File: src/rtl/counter_pkg.sv
// Shared constants and elaboration helpers for the T-cell up/down counter.
package counter_pkg;

   localparam int unsigned MIN_WIDTH = 2;
   localparam int unsigned MAX_WIDTH = 16;
   localparam int unsigned MIN_MOD   = 2;

   // True when width and modulus describe a buildable counter.
   function automatic bit range_ok(input int unsigned width, input int unsigned mod);
      return (width >= MIN_WIDTH) && (width <= MAX_WIDTH) &&
             (mod >= MIN_MOD) && (mod <= (32'd1 << width));
   endfunction

   // Terminal count value, truncated to the counter width.
   function automatic int unsigned mod_max(input int unsigned mod, input int unsigned width);
      return (mod - 32'd1) & ((32'd1 << width) - 32'd1);
   endfunction

endpackage

File: src/rtl/tff_cell.sv
// Single T flip-flop: the stored bit flips whenever t is high on a rising edge.
module tff_cell (
   input  logic clk,
   input  logic reset,
   input  logic t,
   output logic q
);

   always_ff @(posedge clk) begin
      if (reset) q <= 1'b0;
      else       q <= q ^ t;
   end

endmodule

File: src/rtl/tff_updown_counter.sv
// Modulo-MOD up/down counter: builds the toggle mask that drives a bank of T cells,
// plus the load clamp, terminal-count pulse and sticky wrap flag.
module tff_updown_counter
   import counter_pkg::*;
#(
   parameter int unsigned WIDTH = 4,
   parameter int unsigned MOD   = 10
) (
   input  logic             clk,
   input  logic             reset,
   input  logic             en,
   input  logic             up,
   input  logic             load,
   input  logic [WIDTH-1:0] load_val,
   input  logic             clr_wrap,
   output logic [WIDTH-1:0] q,
   output logic             tc,
   output logic             wrapped
);

   localparam logic [WIDTH-1:0] MAX = WIDTH'(mod_max(MOD, WIDTH));

   if (!range_ok(WIDTH, MOD)) begin : g_bad_params
      $error("tff_updown_counter: WIDTH must be 2..16 and MOD 2..2**WIDTH");
   end

   logic [WIDTH-1:0] t;
   logic [WIDTH-1:0] inc_mask;
   logic [WIDTH-1:0] dec_mask;
   logic [WIDTH-1:0] load_clamped;
   logic             carry;
   logic             borrow;
   logic             tc_next;
   logic             wrap_set;

   // Toggle mask selection: load > count > hold (reset acts inside the cells).
   always_comb begin
      t        = '0;
      inc_mask = '0;
      dec_mask = '0;
      carry    = 1'b1;
      borrow   = 1'b1;
      tc_next  = 1'b0;
      wrap_set = 1'b0;

      for (int i = 0; i < int'(WIDTH); i++) begin
         inc_mask[i] = carry;
         dec_mask[i] = borrow;
         carry       = carry & q[i];
         borrow      = borrow & ~q[i];
      end

      load_clamped = (load_val > MAX) ? MAX : load_val;

      if (load) begin
         t = q ^ load_clamped;
      end else if (en) begin
         if (up) begin
            // Anything at or above MAX is terminal, so a corrupted q recovers to 0.
            if (q >= MAX) begin
               t        = q;
               tc_next  = 1'b1;
               wrap_set = 1'b1;
            end else begin
               t = inc_mask;
            end
         end else begin
            if (q == '0) begin
               t        = q ^ MAX;
               tc_next  = 1'b1;
               wrap_set = 1'b1;
            end else begin
               t = dec_mask;
            end
         end
      end
   end

   for (genvar i = 0; i < int'(WIDTH); i++) begin : g_cell
      tff_cell u_cell (
         .clk   (clk),
         .reset (reset),
         .t     (t[i]),
         .q     (q[i])
      );
   end

   // A wrap in the same cycle as clr_wrap leaves the flag set.
   always_ff @(posedge clk) begin
      if (reset) begin
         tc      <= 1'b0;
         wrapped <= 1'b0;
      end else begin
         tc      <= tc_next;
         wrapped <= wrap_set | (wrapped & ~clr_wrap);
      end
   end

endmodule

File: config.mk
export PLATFORM = sky130hd
export DESIGN_NAME = tff_updown_counter
export DESIGN_NICKNAME = d
export VERILOG_FILES = /design/src/rtl/counter_pkg.sv /design/src/rtl/tff_cell.sv /design/src/rtl/tff_updown_counter.sv
export SDC_FILE = /design/constraint.sdc
export NUM_CORES = 1
export LEC_CHECK = 0
export CORE_AREA = 3 3 40 42
export DETAILED_ROUTE_END_ITERATION = 16
export DIE_AREA = 0 0 43 45
export SETUP_SLACK_MARGIN = 0.3
export SLEW_MARGIN = 30
export SYNTH_ARGS = -nofsm -noshare
export SYNTH_HDL_FRONTEND = slang
export SYNTH_HIERARCHICAL = 1
export SYNTH_SLANG_ARGS = --single-unit
File: constraint.sdc
create_clock -name clk -period 2.6 [get_ports clk]
set_input_delay 0.39 -clock clk [delete_from_list [all_inputs] [get_ports clk]]
set_output_delay 0.39 -clock clk [all_outputs]
set_load 0.05 [all_outputs]
-- After elaboration in Yosys (flattened, before gate mapping)
Index checks and enable logic that the tools add are counted.
- register bits: 6
- input port bits: 10
- output and inout bits: 6
- word-level logic and storage cells: 36
- order comparisons: 2
- mux-type cells: 11
- bitwise gates (word level): 16
- reductions and logical operators: 1
- operator list (operator ; number):
    $mux 4 ; 6
    $and 1x1->1 ; 5
    $mux 1 ; 5
    $ge 4x4->1 const B ; 1
    $gt 4x4->1 const B ; 1
    $logic_not 4->1 ; 1
    $not 1->1 ; 4
    $xor 1x1->1 ; 4
    $xor 4x4->4 ; 1
    $not 2->2 ; 1
    $or 1x1->1 ; 1

-- Longest topological paths before layout
Gate-level depths: netlist (run 1).
- word-level depth: 8
- mapped depth: 6
- depth with buffers taken out: 5

-- Hierarchy
The synthesis (run 1) kept the hierarchy.
- modules (own cells, without submodules) (module ; times used ; cells an instance ; area an instance (um^2) ; seq. area each (um^2)):
    tff_updown_counter ; 1 ; 43 ; 322.8 ; 40.0
    tff_cell ; 4 ; 3 ; 32.5 ; 20.0

-- Least setup slack after synthesis (run 1)
OpenSTA, ideal clock, no wires.
- kind: reg-to-reg
- start point: reg g_cell[1].u_cell.q
- end point: reg g_cell[2].u_cell.q
- library setup time: 0.117 ns
- arrival time: 1.556 ns
- required time: 2.483 ns
- path slack: 0.927 ns
- cell stages (with the launch flop): 7
- path buffers: 1
- clock period less this slack: 1.673 ns
- cell sequence: dfxtp_1 buf_2 inv_1 and3_1 a211o_1 xnor2_1 nor2_1
- cells in the longest elaborated chain, start to end: 7
- elaborated cells between the ends (all ways): 11
- those cells by class: 1 x order compare; 5 x mux; 4 x bitwise; 1 x reduce/logical
- ends and longest elaborated chain (item ; RTL line ; text):
    from (decl) ; tff_cell.sv:6 ; output logic q
    from (signal assigned) ; tff_cell.sv:11 ; else q <= q ^ t;
    parallel branches: the longest is 3 deep, another holds $ge 4x4->1 ; - ;
    $mux 4 (*) ; tff_updown_counter.sv:58 ; if (up) begin
    $mux 4 (*) ; tff_updown_counter.sv:57 ; end else if (en) begin
    $mux 4 (*) ; tff_updown_counter.sv:55 ; if (load) begin
    via t[2] ; tff_updown_counter.sv:27 ; logic [WIDTH-1:0] t;
    $xor 1x1->1 (*) ; tff_cell.sv:11 ;
    to (signal assigned) ; tff_cell.sv:11 ;
    to (decl) ; tff_cell.sv:6 ;
Mark *: on every way through the listed nets, which the timed path passes.
A chain may end at the register's enable or synchronous reset.

-- Worst setup path after layout (run 1)
- start point: reg g_cell[3].u_cell.q
- end point: out q[3]
- RTL lines (item ; RTL line ; text):
    from (decl) ; tff_cell.sv:6 ;
    from (signal assigned) ; tff_cell.sv:11 ;
    to (decl) ; tff_updown_counter.sv:16 ; output logic [WIDTH-1:0] q,
No word-level cell between the ends.

==> results of run 1 <==
## cell usage after synthesis
| cell | number |
|---|---|
| mux2i_1 | 1 |
| a211oi_1 | 1 |
| nor4b_1 | 1 |
| a311o_1 | 1 |
| nor2b_1 | 2 |
| a21oi_1 | 4 |
| o21ai_0 | 1 |
| o221ai_1 | 1 |
| o21ai_2 | 1 |
| nand2_1 | 1 |
| and4b_1 | 1 |
| a211o_2 | 1 |
| o211ai_1 | 1 |
| nor3b_1 | 1 |
| inv_1 | 5 |
| xnor2_1 | 7 |
| nand3b_1 | 2 |
| o21ba_1 | 1 |
| nor3_2 | 1 |
| nor2_1 | 6 |
| dfxtp_1 | 6 |
| o31ai_1 | 2 |
| buf_2 | 1 |
| a211o_1 | 1 |
| and3_1 | 2 |
| nand2b_1 | 2 |
| buf_6 | 1 |
## cell usage in the layout (no fill, tap or decap), drive strengths merged
cell type / instances
o21ai: 2
nand2b: 2
a21oi: 4
dfxtp: 6
o31ai: 2
nor4b: 1
xnor2: 7
mux2i: 1
o21ba: 1
nor2b: 2
inv: 5
a211o: 2
and4b: 1
nand3b: 2
nor3: 1
clkdlybuf4s50: 15
a311o: 1
nor3b: 1
a211oi: 1
and3: 2
nand2: 1
o211ai: 1
nor2: 6
o221ai: 1
clkbuf: 3
## worst max-delay path by stage
| stage | startpoint | endpoint | slack (ns) | depth (start not counted) |
|---|---|---|---|---|
| 2_1_floorplan | g_cell[1].u_cell/q | g_cell[2].u_cell/q | 0.93 | 6 |
| 3_3_place_gp | up | g_cell[2].u_cell/q | 0.69 | 6 |
| 3_5_place_dp | load | g_cell[3].u_cell/q | 0.72 | 6 |
| 4_1_cts | g_cell[3].u_cell/q | q[3] | 0.50 | 1 |
| 5_1_grt | g_cell[3].u_cell/q | q[3] | 0.43 | 1 |
| 6_report | g_cell[3].u_cell/q | q[3] | 0.52 | 1 |
## power breakdown
part	internal [W]	total (W)	switching, W	leakage (nW)
Combinational	0.000106	0.000231	0.000125	0.174
Sequential	0.000112	0.000160	0.0000488	0.0493
Clock	0.0000519	0.0000809	0.0000290	0.0138
Total	0.000269	0.000472	0.000203	0.237
## logic make-up (layout without fill, tap and decap cells)
group | after synthesis | after routing | synth area share
xor+xnor | 7 | 7 | 0.1354
mux | 1 | 1 | 0.02210
simple gates | 19 | 19 | 0.2541
compound gates | 15 | 15 | 0.2459
buf+inv | 7 | 23 | 0.07734
flops | 6 | 6 | 0.2652
## layout make-up
class                   count  area, sq um  area share
multi-input cells          42        297.8      0.4741
clock buffers               3        22.52     0.03586
inverters                   5        18.77     0.02988
repair buffers             15        150.1      0.2390
well taps                  15        18.77     0.02988
flip-flops and latches      6        120.1      0.1912
## flip-flops by register name, summed over array words and instances (netlist names)
name	cells
g_cell.u_cell/q	4
tc	1
wrapped	1
## layer usage
layer / vias to the layer above / global-route usage
met5: - / 0
met4: 0 / 0.05422
met3: 0 / 0.03586
met2: 10 / 0.1647
met1: 198 / 0.1449
li1: 229 / -
## metrics by stage
stage	hold slack (ns)	worst slack, ns
3_5_place_dp	0.4679	0.7186
2_1_floorplan	0.4591	0.9270
3_3_place_gp	0.4593	0.6929
4_1_cts	0.4814	0.5022
5_1_grt	0.5128	0.4320
6_report	0.4726	0.5163
## worst reg2reg max path, delay by kind of cell (launching register included)
family	cells	cell delay (ns)
compound gates	2	0.53
flops	1	0.43
simple gates	2	0.22
xor+xnor	1	0.16
==> impl_metrics.ini, run 1 <==
[worst_setup_path]
reg2reg_depth = 5
path_buf_inv = 1
critical_path_class = flip-flop to output port
r2r_setup_slack_ns = 1.15
cpPeakStageDelay_ns = 0.89
r2r-end = g_cell[2].u_cell/q
cp-start-kind = flip-flop
arrival_ns = 1.69
crit_path_top_delay_cell = clkdlybuf4s50_1
cp_cell_sequence = clkdlybuf4s50_1
cp_top_family = buffers and inverters
worstSetupEndpointType = output port
cp.required_ns = 2.21
worstReg2RegStart = g_cell[3].u_cell/q
cp_max_fo = 12

[synthesis]
syn_avg_cell_area_sq_um = 8.235
synthTopCellsByArea = dfxtp_1 (27%), xnor2_1 (14%), nor2_1 (5.0%), a21oi_1 (4.4%), inv_1 (4.1%)
synth_top_area_share = 0.2652
synth_seq_cells = 6
yosys_warnings = 6
synth_fp_nets = 65
yosysTopAreaCell = dfxtp_1
yosysUniqueCellTypes = 27
seq_area_frac_synth = 0.2652
syn_inst = 55
syn_area_sq_um = 452.9

[cts]
clock_path_buffers = 2
ctsRootBufferMaster = clkbuf_4
ctsResizeCount = 0
clkLatencyLatePin_ns = 0.24
htreeDepth = 1
cts_hold_buf = 0
cts_made_buffers = 3
cts.sinks = 6
clkTransAtPathRegs_ns = 0.04
cts_setup_buffers = 0
cts_tree = built

[finish]
num_antenna_cells = 0
area_delta_synth_final_pct = 38.67
stdcell_count = 86
final_core_util = 0.4888
nNetsFinal = 83
nFillCells = 134
layout-drive-gt1-share = 0.08451
fin_area_sq_um = 628.1

[timing]
tightest_slew_ns = 0.4988
setup_viol_count_final = 0
fin_worst_skew_ns = 0.003040
maxSlewHeadroom = 0.6664
fmax_mhz = 479.9
rsz0062_at_grt = false
hold_viol = 0
fin_crit_sh = 0.8014
fin_crit_ns = 2.084
setup_tns_ns = 0
drv_slew = 0

[die]
initial_core_util = 0.3525
die_h_microns = 45
dieWidth_microns = 43
core-area_sq_um = 1285
fp-row-count = 13
die_area_sq_um = 1935
ios = 16

[worst_hold_path]
hp-class = flip-flop to flip-flop
timing.hold.worst_path_depth = 2
min_from = wrapped
worstHoldEndpoint = wrapped

[drt]
wl_met2_microns = 413
dr.pass1.iters = 4
drtAntennaViolNets = 0
drt-total-wl_microns = 948
drt_iter0_markers = 15
wl_met3_microns = 68
highest_layer = met3
route.detailed.drc = 0
wl_met1_microns = 466
viasPerCell = 5.081
wl_per_cell_microns = 11.02
vias = 437

[global_routing]
antenna_found_initial = 0
grt_max_degree = 13
grt_pass1_wl_microns = 1649
grt_usage = 0.1108
first_global_vias = 403
grt-ovfl-total = 0

[outcome]
status = completed

[placement]
finalWeightedCongestion = 0.8243
place_area_sq_um = 605.6
portBuffers = 15
dp_cells = 83
hpwl_microns = 730.2

[pwr]
leakagePower_nw = 0.2372
peakVddDrop_v = 0.0004884
p_per_area_nw_per_um2 = 751.9
fin_total_pwr_w = 0.0004723

[flow_run]
cap_viol_max_count = 0
Power figures use the tool's default switching activity.
==> inputs of run 2 (changes only) <==
Settings changed: PLACE_DENSITY from default to 0.66.
Clock period 2.6 ns to 1.7 ns, I/O delays scaled along.
==> run 2 against run 1 <==
Die area unchanged. Global-route usage increased by 0.81 points. Non-clock buffer count increased by 3.
==> impl_metrics.ini, run 2 (synthesis results as in run 1) <==
[cts]
htreeDepth = 1
cts_hold_buf = 0
ctsRootBufferMaster = clkbuf_4
cts_setup_buffers = 0
clkLatencyLatePin_ns = 0.24
clock_path_buffers = 2
cts.sinks = 6
cts_tree = built
cts_made_buffers = 3
clkTransAtPathRegs_ns = 0.04

[finish]
mostFrequentLayoutCell = buf_4
layout_common_cells = buf_4 (9), xnor2_1 (7), nor2_1 (6), inv_1 (5), clkdlybuf4s50_1 (5)
largest_reg_flops = 4
final_core_util = 0.4985
layout-drive-gt1-share = 0.2568
nNetsFinal = 86
area_delta_synth_final_pct = 41.44
nFillCells = 126
num_antenna_cells = 0
largest-register = g_cell.u_cell/q
stdcell_count = 89
reg.largest.list = g_cell.u_cell/q: 4 flops, tc: 1 flops, wrapped: 1 flops

[worst_setup_path]
cp_max_fo = 2
reg2reg_depth = 5
arrival_ns = 1.46
cp.required_ns = 1.82
worstReg2RegStart = g_cell[3].u_cell/q
worstSetupEndpointType = flip-flop
r2r_setup_slack_ns = 0.38
cp-start-kind = input pin
r2r-end = g_cell[2].u_cell/q
critical_path_class = input pin to flip-flop

[worst_hold_path]
hp-class = flip-flop to flip-flop
worstHoldEndpoint = wrapped
min_from = wrapped
timing.hold.worst_path_depth = 2

[die]
die_h_microns = 45
initial_core_util = 0.3525
ios = 16
dieWidth_microns = 43
core-area_sq_um = 1285
die_area_sq_um = 1935
fp-row-count = 13

[pwr]
fin_total_pwr_w = 0.0007369
leakagePower_nw = 0.2696
p_per_area_nw_per_um2 = 1150
peakVddDrop_v = 0.0006386

[timing]
fin_crit_ns = 1.339
setup_slack_ns = 0.3611
hold_viol = 0
drv_slew = 0
fin_worst_skew_ns = 0.001612
setup_viol_count_final = 0
rsz0062_at_grt = false
maxSlewHeadroom = 0.8198
fmax_mhz = 746.9
fin_crit_sh = 0.7876
tightest_slew_ns = 0.2680

[placement]
pre_cts_ws_ns = -0.01409
dp_cells = 86
hpwl_microns = 804.6
finalWeightedCongestion = 0.8702
portBuffers = 15

[drt]
wl_per_cell_microns = 12.18
viasPerCell = 5.112
vias = 455
drt_iter0_markers = 8
drtAntennaViolNets = 0
drt-total-wl_microns = 1084
dr.pass1.iters = 4
route.detailed.drc = 0

[global_routing]
grt_pass1_wl_microns = 1745
first_global_vias = 417
grt_max_degree = 13
antenna_found_initial = 0
grt_usage = 0.1190
grt-ovfl-total = 0

[flow_run]
cap_viol_max_count = 0

[outcome]
status = completed
-- run 2: changes by cell type in the layout (fill, tap and decap cells not counted) --
cell / change
dlygate4sd2_1: +4
clkdlybuf4s50_1: -10
o21ai_1: +1
buf_4: +9
dfxtp_4: +2
dfxtp_1: -4
o21ai_0: -1
dfxtp_2: +2
-- run 2: timing repair --
action / 4_1_cts / 5_1_grt
endpoints found under the hold margin: 0 / 0
resized for setup: 4 / 1
pin swaps: 1 / 0
endpoints found under the setup margin: 4 / 1
-- run 2: worst max path at each step --
stage | slack, ns | endpoint | start | cells after the start
6_report | 0.36 | g_cell[2].u_cell/q | load_val[2] | 6
5_1_grt | 0.31 | g_cell[2].u_cell/q | load_val[2] | 6
4_1_cts | 0.32 | g_cell[0].u_cell/q | load_val[2] | 6
3_5_place_dp | -0.01 | g_cell[1].u_cell/q | load | 6
3_3_place_gp | 0.008 | g_cell[1].u_cell/q | load | 6
2_1_floorplan | 0.31 | g_cell[2].u_cell/q | g_cell[3].u_cell/q | 6
-- run 2: area by class of cell --
| type | instances | area [sq um] | share of cell area |
|---|---|---|---|
| Sequential cell | 6 | 130.1 | 0.2031 |
| Timing Repair Buffer | 18 | 152.6 | 0.2383 |
| Multi-Input combinational cell | 42 | 297.8 | 0.4648 |
| Inverter | 5 | 18.77 | 0.02930 |
| Clock buffer | 3 | 22.52 | 0.03516 |
| Tap cell | 15 | 18.77 | 0.02930 |
-- run 2: stage by stage --
| stage | hold WS, ns | area (sq um) | TNS [ns] |
|---|---|---|---|
| 3_5_place_dp | 0.4710 | 623.1 | -0.01409 |
| 3_3_place_gp | 0.4619 | 623.1 | 0 |
| 2_1_floorplan | 0.3177 | 469.2 | 0 |
| 5_1_grt | 0.5193 | 640.6 | 0 |
| 6_report | 0.4753 | 640.6 | 0 |
| 4_1_cts | 0.4788 | 640.6 | 0 |
-- run 2: power breakdown --
| group | internal (W) | total, W | switching, W | leakage [nW] |
|---|---|---|---|---|
| sequential | 0.000182 | 0.000259 | 0.0000773 | 0.0512 |
| combinational | 0.000153 | 0.000351 | 0.000198 | 0.205 |
| clock | 0.0000796 | 0.000126 | 0.0000469 | 0.0138 |
| total | 0.000415 | 0.000737 | 0.000322 | 0.270 |
-- run 2: worst max-delay path: stages --
cell and delay, ns:
clkdlybuf4s50_1 0.47, nand2b_1 0.07, xnor2_1 0.13, a211o_1 0.31
xnor2_1 0.16, nor2_1 0.06
-- run 2: metal layers --
metal,up-vias,part of all wire,GRT usage
li1,238,-,-
met1,203,0.54,0.1635
met2,14,0.41,0.1707
met3,0,0.051,0.03586
met4,0,0,0.05422
met5,-,0,0
